--- src/rtl/conv_encoder_k3.sv ---
// rtl/conv_encoder_k3.sv - rate-1/2 K=3 convolutional encoder (G0=7, G1=5), one codeword per clock
// Zero-tail termination is built in when CONV_ENC_TAIL_EN is defined.
module conv_encoder_k3 #(
  parameter int FRAME_LEN = 8,
  parameter int CNT_W     = 4
) (
  input  logic                 clk,
  input  logic                 rst,
  input  logic                 st,
  input  logic [FRAME_LEN-1:0] data_in,
  output logic [1:0]           code_out,
  output logic                 code_valid,
  output logic                 busy,
  output logic                 done
);

`ifdef CONV_ENC_TAIL_EN
  typedef enum logic [1:0] {IDLE, ENCODE, TAIL, DONE} state_t;
  localparam logic [CNT_W-1:0] LAST_TAIL = CNT_W'(FRAME_LEN + 1);
`else
  typedef enum logic [1:0] {IDLE, ENCODE, DONE} state_t;
`endif

  localparam logic [CNT_W-1:0] LAST_MSG = CNT_W'(FRAME_LEN - 1);

  state_t               state, state_nxt;
  logic [FRAME_LEN-1:0] frame, frame_nxt;
  logic [1:0]           sr, sr_nxt;
  logic [CNT_W-1:0]     cnt, cnt_nxt;
  logic [1:0]           code_nxt;
  logic                 valid_nxt, busy_nxt, done_nxt;

  // {c0, c1} for input bit u given history s = {previous bit, bit before that}
  function automatic logic [1:0] encode(input logic u, input logic [1:0] s);
    encode = {u ^ s[1] ^ s[0], u ^ s[0]};
  endfunction

  always_comb begin
    state_nxt = state;
    frame_nxt = frame;
    sr_nxt    = sr;
    cnt_nxt   = cnt;
    code_nxt  = code_out;
    valid_nxt = 1'b0;
    busy_nxt  = 1'b0;
    done_nxt  = 1'b0;
    case (state)
      IDLE: begin
        if (st) begin
          frame_nxt = data_in;
          sr_nxt    = 2'b00;
          cnt_nxt   = '0;
          state_nxt = ENCODE;
        end
      end
      ENCODE: begin
        // frame shifts left so the MSB is always the current message bit
        code_nxt  = encode(frame[FRAME_LEN-1], sr);
        sr_nxt    = {frame[FRAME_LEN-1], sr[1]};
        frame_nxt = frame << 1;
        cnt_nxt   = cnt + 1'b1;
        valid_nxt = 1'b1;
        busy_nxt  = 1'b1;
        if (cnt == LAST_MSG) begin
`ifdef CONV_ENC_TAIL_EN
          state_nxt = TAIL;
`else
          state_nxt = DONE;
`endif
        end
      end
`ifdef CONV_ENC_TAIL_EN
      TAIL: begin
        code_nxt  = encode(1'b0, sr);
        sr_nxt    = {1'b0, sr[1]};
        cnt_nxt   = cnt + 1'b1;
        valid_nxt = 1'b1;
        busy_nxt  = 1'b1;
        if (cnt == LAST_TAIL) begin
          state_nxt = DONE;
        end
      end
`endif
      DONE: begin
        done_nxt  = 1'b1;
        state_nxt = IDLE;
      end
      default: begin
        state_nxt = IDLE;
      end
    endcase
  end

  always_ff @(posedge clk) begin
    if (rst) begin
      state      <= IDLE;
      frame      <= '0;
      sr         <= 2'b00;
      cnt        <= '0;
      code_out   <= 2'b00;
      code_valid <= 1'b0;
      busy       <= 1'b0;
      done       <= 1'b0;
    end else begin
      state      <= state_nxt;
      frame      <= frame_nxt;
      sr         <= sr_nxt;
      cnt        <= cnt_nxt;
      code_out   <= code_nxt;
      code_valid <= valid_nxt;
      busy       <= busy_nxt;
      done       <= done_nxt;
    end
  end

endmodule

--- config.mk ---
export PLATFORM = sky130hd
export DESIGN_NAME = conv_encoder_k3
export DESIGN_NICKNAME = d
export VERILOG_FILES = /design/src/rtl/conv_encoder_k3.sv
export SDC_FILE = /design/constraint.sdc
export NUM_CORES = 1
export LEC_CHECK = 0
export BUFFER_PORTS_ARGS = -buffer_cell sky130_fd_sc_hd__buf_2
export CAP_MARGIN = 30
export CORE_UTILIZATION = 52
export CTS_CLUSTER_SIZE = 30
export DETAILED_ROUTE_END_ITERATION = 10
export PLACE_DENSITY = 0.75
export SETUP_SLACK_MARGIN = 0.3
export SYNTH_ARGS = -nofsm -noshare
export SYNTH_HDL_FRONTEND = slang
export SYNTH_SLANG_ARGS = --single-unit
--- constraint.sdc ---
create_clock -name clk -period 2.85 [get_ports clk]
set_clock_uncertainty 0.15 [all_clocks]
set_input_delay 0 -clock clk [delete_from_list [all_inputs] [get_ports clk]]
set_output_delay 0 -clock clk [all_outputs]
set_load 0.01 [all_outputs]
Yosys cells after proc, flatten, opt, wreduce, memory -nomap -nowiden
Index checks and enable logic that the tools add are counted.
Cells by class
  add/subtract/negate cells: 1
  equal/unequal tests: 5
  multiplexer cells: 11
  bitwise logic cells: 3
  reductions and logical operators: 4
Operator list (number)
  $pmux W8 S2: 1
  $mux W8: 1
  $pmux W2 S2: 2
  $pmux W4 S2: 1
  $mux W2: 3
  $add A4 B1 Y4 const B: 1
  $eq A4 B3 Y1 const B: 1
  $mux W4: 1
  $ne A2 B2 Y1 const B: 2
  $reduce_and A2 Y1: 2
  $xor A1 B1 Y1: 3
  $eq A2 B1 Y1 const B: 1
  $eq A2 B2 Y1 const B: 1
  $logic_not A2 Y1: 1
  $mux W1: 2
  $reduce_bool A2 Y1: 1
Storage, ports and cells
  register bits: 20
  word-level logic and storage cells: 31

Logic depth before layout (Yosys ltp)
Gate-level depths: netlist of the first run.
  depth in word-level cells: 3
  gate-level depth with buffers: 5
  mapped depth without buffers: 3

Worst setup path after synthesis of the first run
No wires, ideal clock.
  path kind: reg2reg
  start: register state[1]
  end: register code_out[1]
  library setup time: 0.062 ns
  data arrival time: 1.074 ns
  data required time: 2.638 ns
  slack: 1.564 ns
  stages on the path, launching flop included: 5
  buffers on the path: 1
  clock period less this slack: 1.286 ns
  cell sequence: dfxtp_1 buf_6 nand2b_4 or4_1 nand3_1
Between the ends
  word-level cells in the longest chain between the ends: 1
Ends and longest elaborated chain
  start, declared: RTL line 26  | state_t state, state_nxt;
  start signal, assigned: RTL line 105  | state <= state_nxt;
  $eq A2 B1 Y1: RTL line 47  | case (state)
  end signal, assigned: RTL line 109  | code_out <= code_nxt;
  end, declared: RTL line 11  | output logic [1:0] code_out,
Every way passes these cells.
A chain may end at the register's enable or synchronous reset.

Final worst setup path of the first run
  start: register state[0]
  end: register frame[0]
Between the ends
  word-level cells in the longest chain between the ends: 3
  elaborated cells between the ends (all ways): 6
  classes of those cells: eq/ne: 2; mux: 1; reduce/logical: 3
Ends and longest elaborated chain
  $eq A2 B1 Y1 or $logic_not A2 Y1 (tied branches): RTL line 47
  $reduce_bool A2 Y1 (no source line) or $ne A2 B2 Y1 (tied branches)
  $reduce_and A2 Y1 (no source line)
  end signal, assigned: RTL line 106  | frame <= frame_nxt;
  end, declared: RTL line 27  | logic [FRAME_LEN-1:0] frame, frame_nxt;
Parallel ways exist; a longest one is shown, timed or not.

==> results.cfg, run 1 <==
[outcome]
status = finished, final reports clean

[timing]
rsz0062_at_grt = false
fin_setup_tns_ns = 0
min_period_ns = 1.97
hold_violations = 0
max_clock_freq_mhz = 508
finalCritPeriodShare = 0.691
drv_slew = 0
worstMarginPinSlew_ns = 0.775
max-slew-margin-rel = 0.483
finalSetupViolCount = 0
holdWs_ns = 0.352

[floorplanning]
row_count = 14
io-pin-count = 16
die_w_um = 43.9
die_height_um = 43.9
core_sq_um = 1580
initial_utilization = 0.579
dieArea_sq_um = 1930

[clock_network]
cts_resized = 0
cts_max_level = 1
clk_latency_ns = 0.30
cts_root_buf = clkbuf_4
clk_path_buf_depth = 2
cts_made_buffers = 3
cts_tree = built
clkTransAtPathRegs_ns = 0.10
clock_sinks = 20

[worst_setup_path]
crit_required_ns = 2.90
ff2ff_path_depth = 3
startpoint = state[0]
r2r_start = state[0]
start_kind = register
worst-setup-path-type = register to register
r2r_end = frame[0]
r2r_slack_ns = 0.88
critical_path.max_fanout = 23
endpoint = frame[0]
critPathArrivalTime_ns = 2.02
worstSetupEndpointType = register

[min_path]
hold_class = register to register
hold_start = code_out[1]

[place]
io_buffers = 15
routabilityCongestion = 0.774
dp.cells = 127
placed_area_sq_um = 957
hpwl_um = 1110

[synth]
synth.cell_area_sq_um = 913
synth_warnings = 0
synth-simple-area-share = 0.244
ys_ff_latch = 20
avgSynthCellArea_sq_um = 8.78
synth.area.mux_share = 0.0110
syn-num-nets = 116
yosysUniqueCellTypes = 32
yosys.area_share.adder = 0.0137
synth_compound_area_frac = 0.199
synth_top_family_by_area = simple AND/OR/NAND/NOR gates
synthXorXnorAreaFrac = 0.00959
synth_cells = 104
ys_seq_area_frac = 0.438

[pwr]
peakVddDrop_uv = 358
pwr_density_cell_nw_per_um2 = 473
leakagePower_nw = 0.458
total_power_mw = 0.516

[global_routing]
overflow = 0
grt_pass1_wl_um = 3080
grt_max_degree = 24
grt_pass1_vias = 703
grtUsageTotal = 0.225
grt_antenna_before_repair = 0

[detailed_routing]
remaining_drc_errors = 0
routed_wl_um = 1850
vias = 792
drtPass1Iterations = 7
drtAntennaViolNets = 0
vias_per_cell = 5.62
drtIter0Drc = 16
routedWlPerCell_um = 13.1

[finish]
stdcell_count = 141
antennaDiodeCount = 0
fin_nets = 139
fin_area_sq_um = 1090
layout-drive-gt1-share = 0.168
final_common_cell = nor2_1
mostFrequentLayoutCells = 21 x nor2_1, 20 x dfxtp_1, 15 x buf_2, 11 x dlygate4sd3_1
syn2layout_area_growth_pct = 19.3

[job]
maxCapViolations = 0
power breakdown:
group          internal [mW]  leakage (nW)  switching (mW)
registers              0.295         0.164          0.0144
logic                 0.0420         0.280          0.0361
clock network         0.0493        0.0138          0.0793
total                  0.386         0.458           0.130
metal layers:
| metal | track usage | part of all wire |
|---|---|---|
| met5 | 0 | 0 |
| met4 | 0.109 | 0.019 |
| met3 | 0.0750 | 0.045 |
| met2 | 0.355 | 0.46 |
| met1 | 0.276 | 0.48 |
worst max-delay path: stages (launching register included):
cell,delay (ns)
dfxtp_1,0.84
nor2_1,0.14
o2bb2ai_1,0.17
dlygate4sd3_1,0.57
stage by stage:
step / setup slack [ns] / util
2_1_floorplan: 1.56 / -
3_3_place_gp: 1.16 / 0.607
3_5_place_dp: 1.11 / 0.607
4_1_cts: 0.936 / 0.691
5_1_grt: 0.769 / 0.691
6_report: 0.880 / 0.691
what timing repair did:
item	4_1_cts	5_1_grt
hold buffers	11	0
hold endpoints to repair	17	0
buffers inserted	0	0
layout make-up:
cell class	count	area, sq um
clock buffers	3	22.5
fillers	125	487
inverters	7	26.3
multi-input cells	69	435
flip-flops and latches	20	400
well taps	16	20.0
repair buffers	26	185
cell usage after synthesis (all sizes together):
cell type | count | area share
a211oi | 7 | 0.058
a21oi | 1 | 0.0055
a22o | 6 | 0.058
a22oi | 3 | 0.025
a31oi | 2 | 0.014
and2 | 1 | 0.0069
and4b | 2 | 0.022
buf | 5 | 0.044
clkbuf | 3 | 0.012
dfxtp | 20 | 0.44
ha | 1 | 0.014
inv | 7 | 0.029
mux2i | 1 | 0.011
nand2 | 4 | 0.016
nand2b | 2 | 0.022
nand3 | 4 | 0.022
nand3b | 2 | 0.016
nand4b | 1 | 0.0096
nor2 | 21 | 0.086
nor2b | 1 | 0.0069
nor3 | 2 | 0.011
o21ba | 1 | 0.011
o21bai | 1 | 0.012
o22ai | 1 | 0.0069
o2bb2ai | 1 | 0.0096
or3 | 1 | 0.0069
or3b | 1 | 0.0096
or4 | 1 | 0.0082
xnor2 | 1 | 0.0096
how the worst min path moves through the flow:
stage                        to  slack [ns]  cells past startpoint
finish              code_out[1]        0.35                      2
global route           frame[6]        0.37                      2
detailed placement     frame[0]        0.23                      4
CTS                 code_out[1]        0.35                      2
global placement       frame[0]        0.22                      4
floorplan                  busy       -0.07                      1
sequential cells by signal, indices dropped and copies added, names as in the netlist:
| signal | cells |
|---|---|
| busy | 1 |
| frame | 8 |
| cnt | 4 |
| code_out | 2 |
| state | 2 |
| done | 1 |
| sr | 2 |
cells by family after synthesis:
| logic type | Yosys count |
|---|---|
| xor gates and xnor gates | 1 |
| adders and majority gates | 1 |
| and+or+nand+nor | 43 |
| DFF | 20 |
| AOI/OAI and AO/OA | 23 |
| buffers and inverters | 15 |
| muxes | 1 |
Note: power is estimated with default switching activity, not from simulation.
==> run 2, diff against run 1 <==
--- a/config.mk
+++ b/config.mk
@@ -5,6 +5,7 @@
 export SDC_FILE = /design/constraint.sdc
 export NUM_CORES = 1
 export LEC_CHECK = 0
+export ABC_AREA = 1
 export BUFFER_PORTS_ARGS = -buffer_cell sky130_fd_sc_hd__buf_2
 export CAP_MARGIN = 30
 export CORE_UTILIZATION = 52
==> constraint.sdc (replaced) <==
create_clock -name clk -period 1.9 [get_ports clk]
set_clock_uncertainty 0.15 [all_clocks]
set_input_delay 0 -clock clk [delete_from_list [all_inputs] [get_ports clk]]
set_output_delay 0 -clock clk [all_outputs]
set_load 0.01 [all_outputs]
==> run 2 against run 1 <==
Compared with the run above:
- hold slack worse by 0.082 ns
- synthesized area is 4.0% lower
- first-iteration DRC count stayed put
- clock-buffer cell count is 1 higher
- largest power group unchanged
- synthesized cell count is 20% higher
- sequential power is 50% higher
- highest routed layer unchanged
==> results.cfg, run 2 <==
[timing]
max-slew-margin-rel = 0.864
finalCritPeriodShare = 0.787
drv_slew = 0
fin_setup_tns_ns = 0
layout_setup_ws_ns = 0.404
hold_violations = 0
max_clock_freq_mhz = 668
finalSetupViolCount = 0
min_period_ns = 1.50
worstMarginPinSlew_ns = 0.204
rsz0062_at_grt = false

[global_routing]
overflow = 0
grt_pass1_wl_um = 3230
grt_antenna_before_repair = 0
grtUsageTotal = 0.240
grt_max_degree = 13
grt_pass1_vias = 764

[worst_setup_path]
worstSetupEndpointType = register
critical_path.max_fanout = 7
start_kind = register
worst-setup-path-type = register to register
critPathArrivalTime_ns = 1.55
crit_required_ns = 1.95

[detailed_routing]
vias_per_cell = 5.09
vias = 861
routed_wl_um = 1970
drtIter0Drc = 16
drtAntennaViolNets = 0
remaining_drc_errors = 0
routedWlPerCell_um = 11.7
drtPass1Iterations = 4

[synth]
synth.most_common_cell = nand2_1
synth_top_area_cell = dfxtp_1
synth_warnings = 0
netlist_top_cells_area = dfxtp_1 46%, nand2_1 16%, nand3_1 9.1%, nor2_1 6.4%, inv_1 4.3%
syn-num-nets = 137
synth_top_cell_area_share = 0.456
synth_common_cells = 37 x nand2_1, 20 x dfxtp_1, 16 x nand3_1, 15 x nor2_1, 10 x inv_1
synth_edf_count = 0
avgSynthCellArea_sq_um = 7.02
synth.cell_area_sq_um = 877
synth_cells = 125
ys_ff_latch = 20
ys.flop_type = dfxtp_1
yosysUniqueCellTypes = 20
synthArstFlopShare = 0
ys_seq_area_frac = 0.456

[place]
hpwl_um = 1260
placed_area_sq_um = 955
io_buffers = 15
routabilityCongestion = 0.766
dpl_worst_slack_ns = 0.683

[floorplanning]
core_sq_um = 1540
initial_utilization = 0.569
dieArea_sq_um = 1860
die_height_um = 43.1
die_w_um = 43.1
row_count = 14
io-pin-count = 16

[finish]
fin_nets = 166
largest_reg_flops = 8
antennaDiodeCount = 0
syn2layout_area_growth_pct = 27.8
final_common_cell = nand2_1
reg_top3 = frame: 8 flops, cnt: 4 flops
mostFrequentLayoutCells = 37 x nand2_1, 18 x dfxtp_1, 16 x nand3_1, 15 x nor2_1, 15 x buf_2
layout-drive-gt1-share = 0.203
fin_area_sq_um = 1120
regMostFlops = frame

[clock_network]
clock_sinks = 20
clk_latency_ns = 0.31
cts_made_buffers = 3
clkTransAtPathRegs_ns = 0.11
cts_max_level = 1
cts_tree = built
cts_root_buf = clkbuf_4
clk_path_buf_depth = 2

[pwr]
pwr_density_cell_nw_per_um2 = 766
peakVddDrop_uv = 456
leakagePower_nw = 0.513

[outcome]
status = finished, final reports clean

[min_path]
hold_class = input port to register

[job]
maxCapViolations = 0
run 2: cell count changes after synthesis, moves of 4 or more:
cell,change
nand3_1,+12
o21ai_1,+4
nand2_1,+33
a211oi_1,-7
a22o_1,-6
nor2_1,-6
run 2: layout make-up:
type                       count  area (sq um)
sequential                    20           403
clock buffer                   4          36.3
tap                           16          20.0
fill                         113           420
multi-input combinational     88           414
inverter                      14          55.1
timing repair buffer          27           193
run 2: worst paths after layout:
path	from	end	slack (ns)	depth (start not counted)
worst max-delay path	state[1]	frame[0]	0.40	5
worst min-delay path	data_in[7]	frame[7]	0.27	4
worst max register to register	state[1]	frame[0]	0.40	5
worst min register to register	frame[0]	frame[1]	0.34	2
run 2: critical path: stages (launching register included):
cell and delay, ns:
dfxtp_2 0.35, inv_2 0.11, nand2_4 0.09, nand3_1 0.09
a21oi_1 0.06, dlygate4sd3_1 0.55
run 2: where the power goes:
part	internal, mW	total (mW)	switching (mW)	leakage (nW)
clock	0.117	0.248	0.131	0.0210
combinational	0.0618	0.147	0.0854	0.328
sequential	0.445	0.464	0.0184	0.164
total	0.624	0.859	0.235	0.513
run 2: what timing repair did:
| item | CTS | global route |
|---|---|---|
| buffers inserted | 0 | 1 |
| setup endpoints to repair | 0 | 1 |
| endpoints found under the hold margin | 12 | 0 |
| resized for setup | 0 | 4 |
| hold buffers | 11 | 0 |
run 2: metal layers:
| layer | GRT usage | up-vias | routed length (um) |
|---|---|---|---|
| met5 | 0 | - | 0 |
| met4 | 0.170 | 0 | 70 |
| met3 | 0.0340 | 9 | 100 |
| met2 | 0.397 | 26 | 902 |
| met1 | 0.282 | 374 | 896 |
| li1 | - | 452 | - |
run 2: per-stage QoR:
step	instances	hold slack [ns]	power, mW	utilization
after global placement	153	0.0464	0.589	0.619
final	169	0.270	0.859	0.727
after floorplan	125	-0.0398	0.555	-
after global routing	169	0.289	0.898	0.727
after detailed placement	153	0.0506	0.594	0.619
after CTS	168	0.266	0.853	0.714
run 2: logic make-up after synthesis:
logic type,share of synthesized area
adder cells (fa/ha/maj),0.0143
flip-flops,0.456
buffers and inverters,0.0828
AO/OA/AOI/OAI,0.0656
AND/OR/NAND/NOR,0.381
==> run 3, diff against run 2 <==
--- a/config.mk
+++ b/config.mk
@@ -5,13 +5,13 @@
 export SDC_FILE = /design/constraint.sdc
 export NUM_CORES = 1
 export LEC_CHECK = 0
-export ABC_AREA = 1
+export ABC_AREA = 0
 export BUFFER_PORTS_ARGS = -buffer_cell sky130_fd_sc_hd__buf_2
 export CAP_MARGIN = 30
-export CORE_UTILIZATION = 52
+export CORE_UTILIZATION = 47
 export CTS_CLUSTER_SIZE = 30
 export DETAILED_ROUTE_END_ITERATION = 10
-export PLACE_DENSITY = 0.75
+export PLACE_DENSITY = 0.72
 export SETUP_SLACK_MARGIN = 0.3
 export SYNTH_ARGS = -nofsm -noshare
 export SYNTH_HDL_FRONTEND = slang
==> constraint.sdc (replaced) <==
create_clock -name clk -period 1.22 [get_ports clk]
set_clock_uncertainty 0.15 [all_clocks]
set_input_delay 0 -clock clk [delete_from_list [all_inputs] [get_ports clk]]
set_output_delay 0 -clock clk [all_outputs]
set_load 0.01 [all_outputs]
==> run 3 against run 2 <==
Compared with the run above:
- the flow now finishes with violations (negative hold slack, negative setup slack)
- highest routed layer unchanged
- worst setup slack worse by 0.50 ns
- sequential power rose by 55%
- critical path depth is 1 lower
- largest power group unchanged
- critical endpoint is now frame[7]
- wire length is 7.0% higher
==> results.cfg, run 3 (synthesis results as in run 1) <==
[clock_network]
ctsHoldBuffers = 1
cts_root_buf = clkbuf_4
clk_path_buf_depth = 2
cts_made_buffers = 3
cts_max_level = 1
clkTransAtPathRegs_ns = 0.11
clock_sinks = 20
clk_latency_ns = 0.30
cts_tree = built

[detailed_routing]
drtAntennaViolNets = 0
vias = 849
routedWlPerCell_um = 13.6
drtPass1Iterations = 4
routed_wl_um = 2110
remaining_drc_errors = 0
vias_per_cell = 5.48
drtIter0Drc = 19

[finish]
stdcell_count = 155
fin_nets = 143
reg_top3 = frame: 8 flops, cnt: 4 flops
fillers = 137
final_util = 0.719
final_common_cell = nor2_1
mostFrequentLayoutCells = 18 x nor2_1, 14 x dfxtp_1, 11 x buf_2, 9 x buf_6, 8 x buf_4
largest_reg_flops = 8
antennaDiodeCount = 0
syn2layout_area_growth_pct = 40.3
regMostFlops = frame
layout-drive-gt1-share = 0.462

[worst_setup_path]
r2r_slack_ns = -0.1
r2r_end = frame[7]
worstSetupEndpointType = register
start_kind = register
worst-setup-path-type = register to register
ff2ff_path_depth = 4
r2r_start = state[0]
crit_required_ns = 1.26
critical_path.max_fanout = 6
critPathArrivalTime_ns = 1.36

[place]
hpwl_um = 1230
dp.cells = 143
routabilityCongestion = 0.788
io_buffers = 15

[global_routing]
grt_pass1_vias = 768
grt_antenna_before_repair = 0
grtUsageTotal = 0.220
grt_pass1_wl_um = 3330
overflow = 0
grt_max_degree = 12

[min_path]
min_to = frame[3]
hold_start = rst
hold_class = input port to register
whs_path_depth = 2

[timing]
rsz0062_at_grt = true
worstMarginPinSlew_ns = 0.296
min_period_ns = 1.32
finalCritPeriodShare = 1.08
drv_slew = 0
max_clock_freq_mhz = 760
holdWs_ns = -0.135
finalSetupViolCount = 9
max-slew-margin-rel = 0.802
hold_violations = 10
layout_setup_ws_ns = -0.0951

[pwr]
total_power_mw = 1.37
pwr_density_cell_nw_per_um2 = 1070
peakVddDrop_uv = 677
leakagePower_nw = 0.523

[floorplanning]
row_count = 15
core_sq_um = 1780
dieArea_sq_um = 2120
die_w_um = 46.1
io-pin-count = 16
die_height_um = 46.1
initial_utilization = 0.512

[job]
maxCapViolations = 0

[outcome]
violations = negative hold slack, negative setup slack
status = finished, violations left
-- run 3: cell types whose count changed in the layout (fill, tap and decap cells not counted), moves of 4 or more --
cell	change
a211oi_2	+6
a21oi_1	-4
a22o_1	+6
buf_2	-4
buf_4	+7
buf_6	+9
dfxtp_1	-4
dlygate4sd3_1	-10
nand2_1	-33
nand3_1	-12
o21ai_1	-4
-- run 3: critical path: stages (launching register included) --
cell and delay (ns):
dfxtp_4 0.38, buf_6 0.13, or3b_1 0.36, a21oi_2 0.14
nor3_2 0.04
-- run 3: power breakdown --
part / internal, mW / total (mW) / leakage, nW / switching (mW)
clock network: 0.182 / 0.382 / 0.0210 / 0.200
logic: 0.144 / 0.270 / 0.335 / 0.126
registers: 0.690 / 0.717 / 0.167 / 0.0267
-- run 3: through the flow --
step | setup WS [ns] | setup TNS (ns) | cell area (sq um)
finish | -0.0951 | -0.371 | 1280
global route | -0.135 | -0.928 | 1280
CTS | -0.0863 | -0.425 | 1200
detailed placement | -0.0587 | -0.135 | 1030
global placement | -0.0355 | -0.0355 | 1030
floorplan | -0.0510 | -0.0510 | 936
-- run 3: metal layers --
layer  vias to the layer above  GRT usage  routed length, um
met4                         0     0.0353                 14
met5                         -          0                  0
met3                         4     0.0824                 87
met1                       409      0.294                937
li1                        419          -                  -
met2                        17      0.341               1070
-- run 3: worst max-delay path by stage --
stage / endpoint / slack [ns] / from / cells past startpoint
floorplan: code_out[1] / -0.05 / state[1] / 4
global placement: code_out[1] / -0.04 / state[0] / 3
detailed placement: code_out[1] / -0.06 / state[0] / 3
CTS: frame[7] / -0.09 / state[0] / 4
global route: code_out[1] / -0.14 / state[0] / 4
finish: frame[7] / -0.1 / state[0] / 4
-- run 3: what timing repair did --
item / CTS / global route
resized for setup: 22 / 14
setup endpoints to repair: 23 / 24
pin swaps: 11 / 3
hold endpoints to repair: 12 / 8
setup buffers: 4 / 3
-- run 3: cell type report --
type / instances / area (sq um) / area share
clock buffer: 4 / 36.3 / 0.0283
inverter: 7 / 26.3 / 0.0205
multi-input combinational: 69 / 531 / 0.414
sequential: 20 / 410 / 0.320
tap: 25 / 31.3 / 0.0244
timing repair buffer: 30 / 246 / 0.192
